`src/rtl/prf_keystream_ctrl_if.sv`:
```
// Bundle of the command, PRF-core and output-stream signals of prf_keystream_ctrl.
//
// Handshake rules, shared by both valid/ready pairs in this bundle:
//   A transfer happens on a rising clk edge where valid and ready are both 1.
//   Once the source raises valid, it keeps valid and every payload signal
//   stable until that transfer edge. The sink may raise or lower ready at any
//   time, and ready never depends combinationally on valid.
//   cmd_*  : the controller is the sink; cmd_ready is high only while idle.
//   m_*    : the controller is the source; m_last marks the final word.
// prf_start/prf_done are single-cycle pulses, not a valid/ready pair.
//
// Modports: master = the controller, slave = its environment (command
// issuer, PRF core, and downstream consumer seen as one).
interface prf_keystream_ctrl_if #(
  parameter int OUT_WIDTH  = 5,
  parameter int WORD_WIDTH = 32,
  parameter int CNT_WIDTH  = 16
);
  // command request
  logic                  cmd_valid;
  logic                  cmd_ready;
  logic [63:0]           cmd_nonce;
  logic [63:0]           cmd_base_index;
  logic [CNT_WIDTH-1:0]  cmd_count;

  // PRF core
  logic                  prf_start;
  logic [63:0]           prf_nonce;
  logic [63:0]           prf_index;
  logic [OUT_WIDTH-1:0]  prf_out;
  logic                  prf_done;

  // output word stream
  logic                  m_valid;
  logic                  m_ready;
  logic [WORD_WIDTH-1:0] m_data;
  logic                  m_last;

  modport master (
    input  cmd_valid, cmd_nonce, cmd_base_index, cmd_count,
    output cmd_ready,
    output prf_start, prf_nonce, prf_index,
    input  prf_out, prf_done,
    output m_valid, m_data, m_last,
    input  m_ready
  );

  modport slave (
    output cmd_valid, cmd_nonce, cmd_base_index, cmd_count,
    input  cmd_ready,
    input  prf_start, prf_nonce, prf_index,
    output prf_out, prf_done,
    input  m_valid, m_data, m_last,
    output m_ready
  );
endinterface

```
`src/rtl/prf_keystream_ctrl.sv`:
```
// prf_keystream_ctrl: command-side initiator for the PRF evaluation core.
// A command (nonce, base index, count) is turned into one core evaluation per
// sample; the results are packed LSB-first, SPW samples per word, and sent on
// the m_* stream with m_last on the final word, followed by a cmd_done pulse.
//
// Optional build macro PRF_TIMEOUT_EN: adds a watchdog on the WAIT state.
// If the core has not answered after TIMEOUT_CYCLES cycles, err is set
// (sticky until rst), the partial pack is flushed as the last word and the
// command ends. Without the macro err is tied low and WAIT never expires.
//
// state_dbg exposes the FSM state: 0=IDLE 1=ISSUE 2=WAIT 3=EMIT.
module prf_keystream_ctrl #(
  parameter int P              = 32,
  parameter int WORD_WIDTH     = 32,
  parameter int CNT_WIDTH      = 16,
  parameter int TIMEOUT_CYCLES = 4096
) (
  input  logic                  clk,
  input  logic                  rst,
  prf_keystream_ctrl_if.master  bus,
  output logic                  cmd_done,
  output logic                  busy,
  output logic                  err,
  output logic [1:0]            state_dbg
);

  localparam int OUT_WIDTH = $clog2(P);
  localparam int SPW       = WORD_WIDTH / OUT_WIDTH;
  localparam int SLOT_W    = $clog2(SPW + 1);

  typedef enum logic [1:0] {
    IDLE  = 2'd0,
    ISSUE = 2'd1,
    WAIT  = 2'd2,
    EMIT  = 2'd3
  } state_t;

  state_t                state;
  logic [CNT_WIDTH-1:0]  remaining;
  logic [SLOT_W-1:0]     slot;
  logic [WORD_WIDTH-1:0] pack;
  logic [WORD_WIDTH-1:0] pack_merged;
  logic                  word_full;
  logic                  last_sample;

  logic                  prf_start_q;
  logic [63:0]           prf_nonce_q;
  logic [63:0]           prf_index_q;
  logic                  m_valid_q;
  logic [WORD_WIDTH-1:0] m_data_q;
  logic                  m_last_q;
  logic                  cmd_done_q;

`ifdef PRF_TIMEOUT_EN
  localparam int WD_W = $clog2(TIMEOUT_CYCLES + 1);
  logic [WD_W-1:0]       wd_cnt;
  logic                  err_q;
  assign err = err_q;
`else
  assign err = 1'b0;
`endif

  assign bus.cmd_ready = (state == IDLE);
  assign bus.prf_start = prf_start_q;
  assign bus.prf_nonce = prf_nonce_q;
  assign bus.prf_index = prf_index_q;
  assign bus.m_valid   = m_valid_q;
  assign bus.m_data    = m_data_q;
  assign bus.m_last    = m_last_q;
  assign cmd_done      = cmd_done_q;
  assign busy          = (state != IDLE);
  assign state_dbg     = state;

  // The incoming sample completes a word when it lands in the top slot, and
  // ends the command when it is the last one still owed.
  assign word_full   = (slot == SLOT_W'(SPW - 1));
  assign last_sample = (remaining == CNT_WIDTH'(1));

  // Current pack with prf_out dropped into slot k; slots are written once
  // each and cleared together, so untouched bits stay zero.
  always_comb begin
    pack_merged = pack;
    for (int k = 0; k < SPW; k++) begin
      if (slot == SLOT_W'(k)) begin
        pack_merged[k*OUT_WIDTH +: OUT_WIDTH] = bus.prf_out;
      end
    end
  end

  // Command FSM with all outputs registered; prf_start and cmd_done default
  // low every cycle so they can only ever be single-cycle pulses.
  always_ff @(posedge clk) begin
    if (rst) begin
      state       <= IDLE;
      remaining   <= '0;
      slot        <= '0;
      pack        <= '0;
      prf_start_q <= 1'b0;
      prf_nonce_q <= '0;
      prf_index_q <= '0;
      m_valid_q   <= 1'b0;
      m_data_q    <= '0;
      m_last_q    <= 1'b0;
      cmd_done_q  <= 1'b0;
`ifdef PRF_TIMEOUT_EN
      wd_cnt      <= '0;
      err_q       <= 1'b0;
`endif
    end else begin
      prf_start_q <= 1'b0;
      cmd_done_q  <= 1'b0;
      case (state)
        IDLE: begin
          if (bus.cmd_valid) begin
            prf_nonce_q <= bus.cmd_nonce;
            prf_index_q <= bus.cmd_base_index;
            remaining   <= bus.cmd_count;
            if (bus.cmd_count == '0) begin
              // empty command: acknowledge without touching the core
              cmd_done_q <= 1'b1;
            end else begin
              state       <= ISSUE;
              prf_start_q <= 1'b1;
            end
          end
        end

        ISSUE: begin
          // prf_start is high for exactly this cycle
          state <= WAIT;
`ifdef PRF_TIMEOUT_EN
          wd_cnt <= '0;
`endif
        end

        WAIT: begin
          if (bus.prf_done) begin
            pack        <= pack_merged;
            slot        <= slot + 1'b1;
            remaining   <= remaining - 1'b1;
            prf_index_q <= prf_index_q + 64'd1;
            if (word_full || last_sample) begin
              m_data_q  <= pack_merged;
              m_valid_q <= 1'b1;
              m_last_q  <= last_sample;
              state     <= EMIT;
            end else begin
              state       <= ISSUE;
              prf_start_q <= 1'b1;
            end
          end
`ifdef PRF_TIMEOUT_EN
          else if (wd_cnt == WD_W'(TIMEOUT_CYCLES - 1)) begin
            // core is presumed dead: flush what we have and end the command
            err_q     <= 1'b1;
            m_data_q  <= pack;
            m_valid_q <= 1'b1;
            m_last_q  <= 1'b1;
            state     <= EMIT;
          end else begin
            wd_cnt <= wd_cnt + 1'b1;
          end
`endif
        end

        EMIT: begin
          if (bus.m_ready) begin
            m_valid_q <= 1'b0;
            pack      <= '0;
            slot      <= '0;
            if (m_last_q) begin
              m_last_q   <= 1'b0;
              cmd_done_q <= 1'b1;
              state      <= IDLE;
            end else begin
              state       <= ISSUE;
              prf_start_q <= 1'b1;
            end
          end
        end

        default: state <= IDLE;
      endcase
    end
  end

endmodule

```
`src/flat_wrapper.sv`:
```
// flat-port wrapper written by rule: the top's interface ports become plain ports
module prf_keystream_ctrl_flat 
#(
  parameter int P              = 32,
  parameter int WORD_WIDTH     = 32,
  parameter int CNT_WIDTH      = 16,
  parameter int TIMEOUT_CYCLES = 4096
)
  (clk, rst, cmd_done, busy, err, state_dbg, bus_cmd_valid, bus_cmd_nonce, bus_cmd_base_index, bus_cmd_count, bus_cmd_ready, bus_prf_start, bus_prf_nonce, bus_prf_index, bus_prf_out, bus_prf_done, bus_m_valid, bus_m_data, bus_m_last, bus_m_ready);
  prf_keystream_ctrl_if #(.WORD_WIDTH(WORD_WIDTH), .CNT_WIDTH(CNT_WIDTH)) bus_i ();
  input  logic clk;
  input  logic rst;
  output logic cmd_done;
  output logic busy;
  output logic err;
  output logic [1:0] state_dbg;
  input wire logic [$bits(bus_i.cmd_valid)-1:0] bus_cmd_valid;
  input wire logic [$bits(bus_i.cmd_nonce)-1:0] bus_cmd_nonce;
  input wire logic [$bits(bus_i.cmd_base_index)-1:0] bus_cmd_base_index;
  input wire logic [$bits(bus_i.cmd_count)-1:0] bus_cmd_count;
  output wire logic [$bits(bus_i.cmd_ready)-1:0] bus_cmd_ready;
  output wire logic [$bits(bus_i.prf_start)-1:0] bus_prf_start;
  output wire logic [$bits(bus_i.prf_nonce)-1:0] bus_prf_nonce;
  output wire logic [$bits(bus_i.prf_index)-1:0] bus_prf_index;
  input wire logic [$bits(bus_i.prf_out)-1:0] bus_prf_out;
  input wire logic [$bits(bus_i.prf_done)-1:0] bus_prf_done;
  output wire logic [$bits(bus_i.m_valid)-1:0] bus_m_valid;
  output wire logic [$bits(bus_i.m_data)-1:0] bus_m_data;
  output wire logic [$bits(bus_i.m_last)-1:0] bus_m_last;
  input wire logic [$bits(bus_i.m_ready)-1:0] bus_m_ready;
  assign bus_i.cmd_valid = bus_cmd_valid;
  assign bus_i.cmd_nonce = bus_cmd_nonce;
  assign bus_i.cmd_base_index = bus_cmd_base_index;
  assign bus_i.cmd_count = bus_cmd_count;
  assign bus_cmd_ready = bus_i.cmd_ready;
  assign bus_prf_start = bus_i.prf_start;
  assign bus_prf_nonce = bus_i.prf_nonce;
  assign bus_prf_index = bus_i.prf_index;
  assign bus_i.prf_out = bus_prf_out;
  assign bus_i.prf_done = bus_prf_done;
  assign bus_m_valid = bus_i.m_valid;
  assign bus_m_data = bus_i.m_data;
  assign bus_m_last = bus_i.m_last;
  assign bus_i.m_ready = bus_m_ready;
  prf_keystream_ctrl #(.P(P), .WORD_WIDTH(WORD_WIDTH), .CNT_WIDTH(CNT_WIDTH), .TIMEOUT_CYCLES(TIMEOUT_CYCLES)) u_core (.clk(clk), .rst(rst), .bus(bus_i), .cmd_done(cmd_done), .busy(busy), .err(err), .state_dbg(state_dbg));
endmodule
```
`config.mk`:
```
export PLATFORM = sky130hd
export DESIGN_NAME = prf_keystream_ctrl_flat
export DESIGN_NICKNAME = d
export VERILOG_FILES = /design/src/rtl/prf_keystream_ctrl_if.sv /design/src/rtl/prf_keystream_ctrl.sv /design/src/flat_wrapper.sv
export SDC_FILE = /design/constraint.sdc
export NUM_CORES = 1
export LEC_CHECK = 0
export CAP_MARGIN = 30
export CORE_MARGIN = 4
export CORE_UTILIZATION = 43
export CTS_CLUSTER_DIAMETER = 150
export DETAILED_ROUTE_END_ITERATION = 8
export PLACE_DENSITY = 0.77
export RECOVER_POWER = 100
export SYNTH_ARGS = -nofsm -noshare
export SYNTH_HDL_FRONTEND = slang
export SYNTH_SLANG_ARGS = --single-unit
```
`constraint.sdc`:
```
create_clock -name clk -period 2.4 [get_ports clk]
set_clock_uncertainty 0.05 [all_clocks]
set_input_delay 0.48 -clock clk [delete_from_list [all_inputs] [get_ports clk]]
set_output_delay 0.48 -clock clk [all_outputs]
set_load 0.01 [all_outputs]
```
==> results of run 1 <==
-- state kept, by name, summed over array words and instances (netlist names) --
signal                flops
u_core.cmd_done           1
u_core.bus.m_data        30
u_core.bus.prf_start      1
u_core.slot               3
u_core.bus.m_last         1
u_core.bus.m_valid        1
u_core.remaining         16
u_core.bus.prf_nonce     64
u_core.bus.prf_index     64
u_core.state_dbg          2
u_core.pack              30
-- power by group through the flow --
stage	registers, mW	clock network, mW	logic [mW]
after global placement	4.71	0	5.70
final	4.67	4.17	5.55
after detailed placement	4.73	0	5.78
after CTS	4.66	4.24	5.80
after floorplan	4.92	0	2.55
after global routing	4.74	4.39	6.02
-- cell families after synthesis --
family          Yosys count
simple gates            570
compound gates          408
flops                   213
buf+inv                 134
mux                      43
fa+ha+maj                12
other cells               1
-- per-layer routing --
| metal | up-vias | wire length, um | GRT usage |
|---|---|---|---|
| li1 | 5823 | - | - |
| met1 | 5823 | 15800 | 0.338 |
| met2 | 619 | 19200 | 0.473 |
| met3 | 109 | 4130 | 0.0828 |
| met4 | 4 | 1230 | 0.0839 |
| met5 | - | 34 | 0 |
-- worst min-delay path by stage --
stage,startpoint,to,slack [ns],cells past startpoint
after floorplan,u_core.remaining[9],u_core.remaining[9],0.40,2
after global placement,u_core.bus.prf_nonce[27],u_core.bus.prf_nonce[27],0.39,2
after detailed placement,u_core.bus.prf_nonce[1],u_core.bus.prf_nonce[1],0.40,2
after CTS,rst,u_core.bus.prf_index[40],0.19,2
after global routing,rst,u_core.bus.prf_index[40],0.19,2
final,rst,u_core.bus.prf_index[40],0.21,2
-- cell usage in the layout, fill, tap and decap left out, types with 6 or more instances in the layout --
| cell type | count |
|---|---|
| a211oi_1 | 41 |
| a21o_1 | 8 |
| a21oi_1 | 164 |
| a22oi_1 | 42 |
| a311oi_1 | 6 |
| a31oi_1 | 24 |
| and2_1 | 6 |
| and3_1 | 28 |
| and4_1 | 9 |
| buf_4 | 113 |
| bufinv_16 | 6 |
| clkbuf_16 | 24 |
| clkbuf_2 | 9 |
| clkdlybuf4s50_1 | 173 |
| clkinv_2 | 6 |
| dfxtp_1 | 209 |
| dlygate4sd3_1 | 143 |
| ha_1 | 10 |
| inv_1 | 19 |
| mux2_2 | 7 |
| mux2i_1 | 36 |
| nand2_1 | 227 |
| nand3_1 | 54 |
| nand4_1 | 41 |
| nor2_1 | 82 |
| nor2b_1 | 14 |
| nor3_1 | 36 |
| nor4_1 | 21 |
| o211ai_1 | 18 |
| o21ai_0 | 45 |
| o311ai_0 | 8 |
| o32ai_1 | 9 |
| or3_1 | 11 |
| or4_1 | 13 |
-- worst max-delay path: stages (launching register included) --
cell and delay, ns:
dfxtp_1 0.33, nand4_1 0.16, or4_1 0.55, or4_4 0.55, or4_1 0.47, a31oi_1 0.16
-- metrics by stage --
step                      hold WS [ns]  setup WS [ns]  TNS (ns)  total power [mW]   util
after floorplan                  0.403        -0.0751   -0.0751              7.47      -
after global placement           0.390        -0.0356    -0.120              10.4  0.616
after detailed placement         0.397        -0.0854    -0.795              10.5  0.616
after CTS                        0.187         0.0533         0              14.7  0.652
after global routing             0.194         -0.108    -0.354              15.2  0.649
final                            0.213         0.0567         0              14.4  0.649
-- layout make-up --
| cell class | count | area, um2 | share of cell area |
|---|---|---|---|
| clock buffers | 28 | 656 | 0.0414 |
| clock inverters | 15 | 241 | 0.0153 |
| inverters | 20 | 75.1 | 0.00474 |
| multi-input cells | 1036 | 5980 | 0.378 |
| flip-flops and latches | 213 | 4270 | 0.270 |
| well taps | 324 | 405 | 0.0256 |
| repair buffers | 452 | 4200 | 0.265 |
==> results.yml, run 1 <==
synth:
  yosys.area.top_type: "dfxtp_1"
  yosysWarnings: 0
  synth-main-ff-cell: "dfxtp_1"
  synth.most_common_cell: "nand2_1"
  seq_area_frac_synth: 0.398
  ys_types: 67
  muxShareOfSynthArea: 0.0410
  synth-edff-count: 0
  synth_top_family_by_area: "simple AND/OR/NAND/NOR gates"
  synth_top_cell_area_share: 0.398
  synthesis.area_um2: 10700
  netlist_instances: 1381
  synthTopCellsByArea: "dfxtp_1 (40%), nand2_1 (8.0%), a21oi_1 (7.7%)"
  syn_area_per_cell_um2: 7.76
  ys_seq_elements: 213
  yosys.area_share.adder: 0.0140
  synthTopCellsByCount: "nand2_1 (227), dfxtp_1 (213), a21oi_1 (164), clkbuf_1 (97), nor2_1 (84)"
  synth-compound-area-share: 0.241
  synthXorXnorAreaFrac: 0
  async_reset_ff_frac: 0
  synthSimpleGateAreaFrac: 0.257
setup_path:
  startpoint_type: "flip-flop"
  critPathMaxFanout: 2
  rr_startpoint: "u_core.bus.prf_index[10]"
  crit_arrival_ns: 2.75
  critPathLaunch: "u_core.bus.prf_index[10]"
  reg2reg_depth: 5
  r2r_slack_ns: 0.06
  path_class: "reg2reg"
  r2r_end: "u_core.bus.prf_index[29]"
  crit_path_end: "u_core.bus.prf_index[29]"
  worstPathRequired_ns: 2.81
  endpoint_kind: "flip-flop"
route:
  vias: 12400
  drc: 0
  dr.pass1.iters: 7
  drtAntennaViolNets: 0
  wl_per_cell_um: 19.3
  drtIter0Drc: 1432
  wirelength_um: 40400
  vias_per_cell: 5.93
clock_tree:
  insertion_delay_ns: 0.53
  cts_made_buffers: 24
  clkTransAtPathRegs_ns: 0.06
  root_buffer: "clkbuf_16"
  htreeDepth: 1
  cts_sinks: 213
  cts_setup_buffers: 0
  clock_path_buffers: 3
  cts_tree: "yes"
  cts_hold_buf: 0
  cts_resized: 3
sta:
  timing.final.crit_period_ns: 2.34
  drv_slew: 0
  worstMarginPinSlew_ns: 0.839
  fin_crit_sh: 0.976
  slew_headroom: 0.440
  finalSetupViolations: 0
  fmax_mhz: 427
  hold_viol_final: 0
  grt_setup_unrepaired: "true"
place:
  port_buffers: 319
  gp_congestion: 0.962
  place_area_um2: 15000
  dpl.cell_count: 2045
  post-dp-hpwl_um: 29200
global_routing:
  grt_overflow: 0
  grt_pass1_vias: 12000
  grt_first_pass_wirelength_um: 64400
  grt.total_usage: 0.277
  antenna_found_initial: 2
  grt_max_degree: 81
power_and_ir_drop:
  comb_power_share: 0.386
  vdd_drop_max_mv: 0.620
  power.internal_mw: 9.18
  power_leakage_nw: 6.03
  power.switching_mw: 5.21
  clockPowerShare: 0.290
  power_density_nw_per_um2: 909
  seqPwrFrac: 0.324
  switching_share: 0.362
final_layout:
  fin_nets: 1913
  drive_above_1_share: 0.116
  design_area_um2: 15800
  fill_cells: 2100
  instances_no_fill: 2088
  area_delta_synth_final_pct: 47.7
  num_antenna_cells: 0
floorplan:
  dieArea_um2: 27500
  fp.dieW_um: 166
  die-height_um: 166
  rows: 57
  ioPinCount: 323
  core_um2: 24400
  initial_core_util: 0.439
run:
  cap_violations: 0
worst_hold_path:
  worstHoldPathType: "in2reg"
run_status:
  status: "finished, final reports clean"
(Power assumes the default switching activity.)
==> inputs of run 2 (changes only) <==
--- a/config.mk
+++ b/config.mk
@@ -12,6 +12,7 @@
 export DETAILED_ROUTE_END_ITERATION = 8
 export PLACE_DENSITY = 0.77
 export RECOVER_POWER = 100
+export SLEW_MARGIN = 0
 export SYNTH_ARGS = -nofsm -noshare
 export SYNTH_HDL_FRONTEND = slang
 export SYNTH_SLANG_ARGS = --single-unit
==> results of run 2 <==
Same layout as run 1: the final DEF is identical, and so are final timing and power.
